**config.mk**
```make
export PLATFORM = sky130hd
export DESIGN_NAME = wc_host_link
export DESIGN_NICKNAME = d
export VERILOG_FILES = /design/src/rtl/wc_host_link.sv
export SDC_FILE = /design/constraint.sdc
export NUM_CORES = 1
export LEC_CHECK = 0
export ABC_AREA = 1
export CAP_MARGIN = 20
export CORE_MARGIN = 2
export CORE_UTILIZATION = 51
export CTS_BUF_LIST = sky130_fd_sc_hd__clkbuf_4
export DETAILED_ROUTE_END_ITERATION = 8
export GPL_TIMING_DRIVEN = 0
export PLACE_DENSITY = 0.82
export SETUP_SLACK_MARGIN = 0.3
export SLEW_MARGIN = 40
export SYNTH_ARGS = -nofsm -noshare
export SYNTH_HDL_FRONTEND = slang
export SYNTH_SLANG_ARGS = --single-unit
```
**constraint.sdc**
```tcl
create_clock -name clk -period 1.9 [get_ports clk]
set_input_delay 0.19 -clock clk [delete_from_list [all_inputs] [get_ports clk]]
set_output_delay 0.19 -clock clk [all_outputs]
set_load 0.02 [all_outputs]
```
**src/rtl/wc_host_link.sv**
```systemverilog
// Host-side link to the WC_3_5 pin interface.
// A tile of N_IN words is accepted in IDLE and shifted out on D, one word per
// cycle. After a fixed LAT-edge core latency, N_OUT consecutive Z samples are
// collected. The collected words are then offered as one output tile.
// Port rst is active-low and resets the block asynchronously.
module wc_host_link #(
  parameter int unsigned    DW        = 10,
  parameter int unsigned    N_IN      = 5,
  parameter int unsigned    N_OUT     = 3,
  parameter int unsigned    LAT       = 4,
  parameter logic [DW-1:0]  IDLE_WORD = '0
) (
  input  logic                clk,
  input  logic                rst,
  input  logic                in_valid,
  output logic                in_ready,
  input  logic [DW*N_IN-1:0]  in_data,
  output logic [DW-1:0]       D,
  input  logic [DW-1:0]       Z,
  output logic                out_valid,
  input  logic                out_ready,
  output logic [DW*N_OUT-1:0] out_data,
  output logic                busy,
  output logic [15:0]         frame_cnt
);

  localparam int unsigned KW = $clog2(N_IN + 1);
  localparam int unsigned WW = $clog2(LAT + 2);
  localparam int unsigned RW = $clog2(N_OUT + 1);

  typedef enum logic [2:0] {IDLE, SEND, WAIT, RECV, HOLD} state_t;

  state_t             state;
  logic [DW*N_IN-1:0] shreg;
  logic [KW-1:0]      kcnt;
  logic [WW-1:0]      wcnt;
  logic [RW-1:0]      rcnt;

  // Frame sequencer: accept, serialize, wait, deserialize, hand off.
  // Z sample 0 is taken on the edge that leaves SEND (LAT=0) or WAIT, so RECV
  // only ever handles samples 1..N_OUT-1.
  always_ff @(posedge clk or negedge rst) begin
    if (!rst) begin
      state     <= IDLE;
      shreg     <= '0;
      kcnt      <= '0;
      wcnt      <= '0;
      rcnt      <= '0;
      D         <= IDLE_WORD;
      in_ready  <= 1'b0;
      out_valid <= 1'b0;
      out_data  <= '0;
      busy      <= 1'b0;
      frame_cnt <= '0;
    end else begin
      case (state)
        IDLE: begin
          if (in_ready && in_valid) begin
            shreg    <= in_data >> DW;
            D        <= in_data[DW-1:0];
            kcnt     <= '0;
            in_ready <= 1'b0;
            busy     <= 1'b1;
            state    <= SEND;
          end else begin
            in_ready <= 1'b1;
          end
        end
        SEND: begin
          if (kcnt == KW'(N_IN - 1)) begin
            D <= IDLE_WORD;
            if (LAT == 0) begin
              out_data[DW-1:0] <= Z;
              if (N_OUT == 1) begin
                out_valid <= 1'b1;
                state     <= HOLD;
              end else begin
                rcnt  <= RW'(1);
                state <= RECV;
              end
            end else begin
              wcnt  <= WW'(LAT);
              state <= WAIT;
            end
          end else begin
            D     <= shreg[DW-1:0];
            shreg <= shreg >> DW;
            kcnt  <= kcnt + KW'(1);
          end
        end
        WAIT: begin
          if (wcnt == WW'(1)) begin
            out_data[DW-1:0] <= Z;
            if (N_OUT == 1) begin
              out_valid <= 1'b1;
              state     <= HOLD;
            end else begin
              rcnt  <= RW'(1);
              state <= RECV;
            end
          end else begin
            wcnt <= wcnt - WW'(1);
          end
        end
        RECV: begin
          for (int unsigned j = 0; j < N_OUT; j++) begin
            if (rcnt == RW'(j)) out_data[j*DW +: DW] <= Z;
          end
          if (rcnt == RW'(N_OUT - 1)) begin
            out_valid <= 1'b1;
            state     <= HOLD;
          end else begin
            rcnt <= rcnt + RW'(1);
          end
        end
        HOLD: begin
          if (out_ready) begin
            out_valid <= 1'b0;
            frame_cnt <= frame_cnt + 16'd1;
            busy      <= 1'b0;
            state     <= IDLE;
          end
        end
        default: state <= IDLE;
      endcase
    end
  end

endmodule

```
# [Word-level counts from Yosys, hierarchy flattened]
# Index checks and enable logic that the tools add are counted.
[classes] addsub=4 reduce_logical=19 eq_ne=17 mux=30
[ops] cell="2-to-1 mux 50 bit" count=2
[ops] cell="one-hot mux 50 bit (2 select lines)" count=1
[ops] cell="2-to-1 mux 10 bit" count=4
[ops] cell="one-hot mux 10 bit (2 select lines)" count=2
[ops] cell="2-to-1 mux 3 bit" count=9
[ops] cell="!= test 2 bit (second input constant)" count=9
[ops] cell="AND reduction 3 bit" count=6
[ops] cell="adder 16 x 1 -> 16 bit (second input constant)" count=1
[ops] cell="one-hot mux 3 bit (5 select lines)" count=1
[ops] cell="one-hot mux 3 bit (2 select lines)" count=2
[ops] cell="nonzero test 2 bit" count=5
[ops] cell="AND reduction 2 bit" count=4
[ops] cell="== test 3 x 1 -> 1 bit (second input constant)" count=2
[ops] cell="== test 3 x 2 -> 1 bit (second input constant)" count=2
[ops] cell="== test 3 bit (second input constant)" count=2
[ops] cell="AND reduction 5 bit" count=1
[ops] cell="2-to-1 mux 1 bit" count=4
[ops] cell="2-to-1 mux 2 bit" count=2
[ops] cell="one-hot mux 1 bit (2 select lines)" count=2
[ops] cell="one-hot mux 2 bit (2 select lines)" count=1
[ops] cell="adder 3 x 1 -> 3 bit (second input constant)" count=1
[ops] cell="logical NOT 3 bit" count=1
[ops] cell="subtractor 3 x 1 -> 3 bit (second input constant)" count=1
[ops] cell="adder 2 x 1 -> 2 bit (second input constant)" count=1
[ops] cell="other kinds (4)" count=4
[totals] ff_bits=120 word_cells=83 input_bits=64 output_inout_bits=59

# [Depth between registers and ports, before layout]
[logic_depth] word_depth=3 ltp_mapped=9 depth_no_buf=8

# [Worst setup path after synthesis]
# No wires, ideal clock.
[synth_timing] path_kind="register -> register" start="register frame_cnt[0]" end="register frame_cnt[14]" t_arrival_ns=1.229 setup_slack_ns=0.553 n_path_buf=0 setup_time_ns=0.117 stages_incl_launch_ff=9 synth_period_minus_slack_ns=1.347 t_required_ns=1.783 path_cell_list="dfrtp_1 > ha_1 > nand3_1 > nor2_1 > nand2_2 > nor2_4 > nand2_1 > nand2_1 > nand2_1"
[synth_between] elab_chain_cells=1
[synth_lines] item="from (decl)" line_no="24" text="output logic [15:0] frame_cnt"
[synth_lines] item="from (signal assigned)" line_no="119" text="frame_cnt <= frame_cnt + 16'd1;"
[synth_lines] item="adder 16 x 1 -> 16 bit" line_no="119"
# No other way between the ends.
# A chain may end at the register's enable or synchronous reset.

# [Worst setup path after layout]
[layout_timing] start="register state[0]" end="register D[2]"
[layout_between] elab_chain_cells=3 elab_cells_between_ends=6 classes_between="eq/ne: 2; mux: 1; reduce/logical: 3"
[layout_lines] item="from (decl)" line_no="33" text="state_t state;"
[layout_lines] item="from (signal assigned)" line_no="44" text="state <= IDLE;"
[layout_lines] item="from (signal assigned)" line_no="64" text="state <= SEND;"
[layout_lines] item="from (signal assigned)" line_no="76" text="state <= HOLD;"
[layout_lines] item="== test 3 x 1 -> 1 bit or logical NOT 3 bit (tied branches)" line_no="56" text="case (state)"
[layout_lines] item="nonzero test 2 bit (no line) or != test 2 bit (tied branches)"
[layout_lines] item="AND reduction 2 bit (no line)"
[layout_lines] item="to (signal assigned)" line_no="60" text="D <= in_data[DW-1:0];"
[layout_lines] item="to (signal assigned)" line_no="86" text="D <= shreg[DW-1:0];"
[layout_lines] item="to (decl)" line_no="18" text="output logic [DW-1:0] D,"
# Several ways; a longest one is shown, not always the timed one.

==> results.toml <==
[floorplan]
io_pins = 123
dieArea_um2 = 10600
die_h_um = 103
initial_utilization_pct = 51.9
core_um2 = 9640
rows = 36
die_x_um = 103

[global_routing]
antenna_found_initial = 0
grt_max_degree = 61
grt_pass1_wl_um = 18700
grt_usage_pct = 22.3
gr-total-overflow = 0
first_global_vias = 4206

[cells_and_area]
num-nets-final = 803
final_area_um2 = 6520
synthToLayoutAreaGrowth_pct = 30.1
antenna_cells = 0
drive_above_1_share_pct = 7.47
fin_cells = 869

[sta]
slew_viol_final = 0
slew_headroom_pct = 72.6
worst_slew_pin_slew_ns = 0.411
tns_ns = 0
fin_crit_ns = 1.53
whs_ns = 0.192
rsz0062_at_grt = "true"
timing.fmax_ghz = 0.653
setup_viol = 0
skew_ns = 0.0226
finalHoldViolCount = 0
min_period_over_period_pct = 80.6

[placement]
dp_hpwl_um = 8600
dp.cells = 851
io_buffers = 122
gp_congestion = 0.890
placed_cell_area_um2 = 6430

[clock_tree]
cts_htree_levels = 3
clkSinkCount = 110
cts_buffers = 9
insertion_delay_ns = 0.46
root_buffer = "clkbuf_4"
clk_pin_slew_ns = 0.18
cts_max_path_buffers = 2
cts_tree = "built"

[setup_path]
arrival_ns = 1.89
critical_path_class = "reg -> reg"
critPathLaunchType = "flip-flop"
end_kind = "flip-flop"
crit_slowest_cell = "dfrtp_1"
critPathMaxStageDelay_ns = 0.50
crit_path_max_fanout = 10
cp_data_required_time_ns = 2.26
crit_path_cell_trace = "nor2_4, nand4_2, buf_2, o21ai_0, a21oi_1"

[pwr]
combinationalPowerShare_pct = 49.2
clkPwrFrac_pct = 11.6
p_seq_share_pct = 39.2
cell_internal_pwr_mw = 5.35
peakVddDrop_mv = 0.809
leakage_nw = 3.19
finalPower_mw = 9.72
power.switching_mw = 4.37
swShare_pct = 45.0
powerDensity_nw_per_um2 = 1490

[synth]
avgSynthCellArea_um2 = 8.42
syn_nets = 667
synth_top_area_cell = "dfrtp_1"
synth_edf_count = 0
seq_area_frac_synth_pct = 55.0
synth_warnings = 0
yosys-top-cells-area = "dfrtp_1 55%, nand2_1 13%, o21ai_0 6.7%"
synth-async-reset-ratio_pct = 100
synth_top_area_share_pct = 55.0
synthFlopType = "dfrtp_1"
yosys_register_bits = 110
synth_most_common_cell = "nand2_1"
synth.cell_area_um2 = 5010
synth_common_cells = "174 x nand2_1, 110 x dfrtp_1, 67 x o21ai_0"
synth_cell_types = 29
syn_inst = 595

[drt]
drc = 0
via_count = 4335
drt-initial-drc-count = 149
drtPass1Iterations = 4
routed_via_density = 4.99
drt_wl_total_um = 11400
wl_per_cell_um = 13.1
drtAntennaViolNets = 0

[worst_hold_path]
holdCritPathClass = "in -> async"

[job]
max-cap-violations = 0

[status]
status = "complete, no violations"
per-stage QoR:
| stage | utilization (%) | setup WS (ns) |
|---|---|---|
| 6_report | 67.6 | 0.368 |
| 5_1_grt | 67.6 | 0.267 |
| 4_1_cts | 67.4 | 0.320 |
| 3_5_place_dp | 66.7 | 0.270 |
| 3_3_place_gp | 66.3 | -3.45 |
| 2_1_floorplan | - | 0.553 |
sequential cells by signal (all words and copies together) (netlist names):
signal / cells
state: 3
wcnt: 3
in_ready: 1
out_valid: 1
D: 10
shreg: 40
kcnt: 3
frame_cnt: 16
out_data: 30
busy: 1
rcnt: 2
per-layer routing:
metal / share of wire, % / vias to the layer above / GRT usage [%] / wire (um)
li1: - / 2153 / - / -
met1: 44 / 2032 / 28.4 / 4980
met2: 50 / 132 / 39.5 / 5640
met3: 5.0 / 18 / 2.78 / 566
met4: 1.7 / 0 / 7.49 / 191
met5: 0 / - / 0 / 0
area by class of cell:
type,instances,area (um2)
plain buffers,23,125
clock inverters,7,66.3
fillers,848,3120
well taps,133,166
multi-input cells,392,1870
inverters,70,263
flip-flops and latches,110,2760
repair buffers,125,1200
clock buffers,9,67.6
logic make-up after synthesis:
| group | Yosys count | synth area share, % |
|---|---|---|
| and+or+nand+nor | 251 | 21.2 |
| DFF | 110 | 55.0 |
| adders and majority gates | 8 | 2.00 |
| AOI/OAI and AO/OA | 122 | 12.2 |
| xor gates and xnor gates | 11 | 1.92 |
| buffers and inverters | 93 | 7.70 |
final timing paths:
path                             startpoint            to  slack, ns  cells after the start
worst max-delay path               state[0]          D[2]       0.37                      5
worst min-delay path                    rst     shreg[37]       0.19                      2
worst max register to register     state[0]          D[2]       0.37                      5
worst min register to register     shreg[7]      shreg[7]       0.50                      2
max in group asynchronous               rst  out_data[26]       1.09                      3
min in group clk                in_data[46]     shreg[36]       0.26                      3
critical path: cells and delay by family (launching register included):
family	cells	cell delay, ns
flops	1	0.50
simple gates	2	0.38
compound gates	2	0.30
buf+inv	1	0.26
placed cells by master (no fill, tap or decap), drive strengths merged, types with 8 or more instances in the layout:
cell type / netlist / final
dlygate4sd2: 0 / 59
o21ai: 100 / 100
clkdlybuf4s50: 0 / 62
nor2: 40 / 40
nand3: 24 / 24
nand2: 178 / 178
inv: 69 / 72
clkbuf: 9 / 17
a21oi: 21 / 21
ha: 8 / 8
dfrtp: 110 / 110
buf: 14 / 18
timing repair:
| action | CTS | global route |
|---|---|---|
| setup buffers | 0 | 1 |
| resized for setup | 59 | 9 |
| setup endpoints to repair | 59 | 56 |
| endpoints found under the hold margin | 81 | 0 |
| hold buffers | 1 | 0 |
power groups by stage:
| stage | logic (mW) | clock network (mW) | registers (mW) |
|---|---|---|---|
| 2_1_floorplan | 2.64 | 0 | 4.37 |
| 3_3_place_gp | 4.93 | 0 | 3.84 |
| 3_5_place_dp | 5.11 | 0 | 3.88 |
| 4_1_cts | 4.80 | 1.15 | 3.80 |
| 5_1_grt | 5.41 | 1.24 | 3.92 |
| 6_report | 4.79 | 1.13 | 3.81 |
Power figures use the tool's default switching activity.
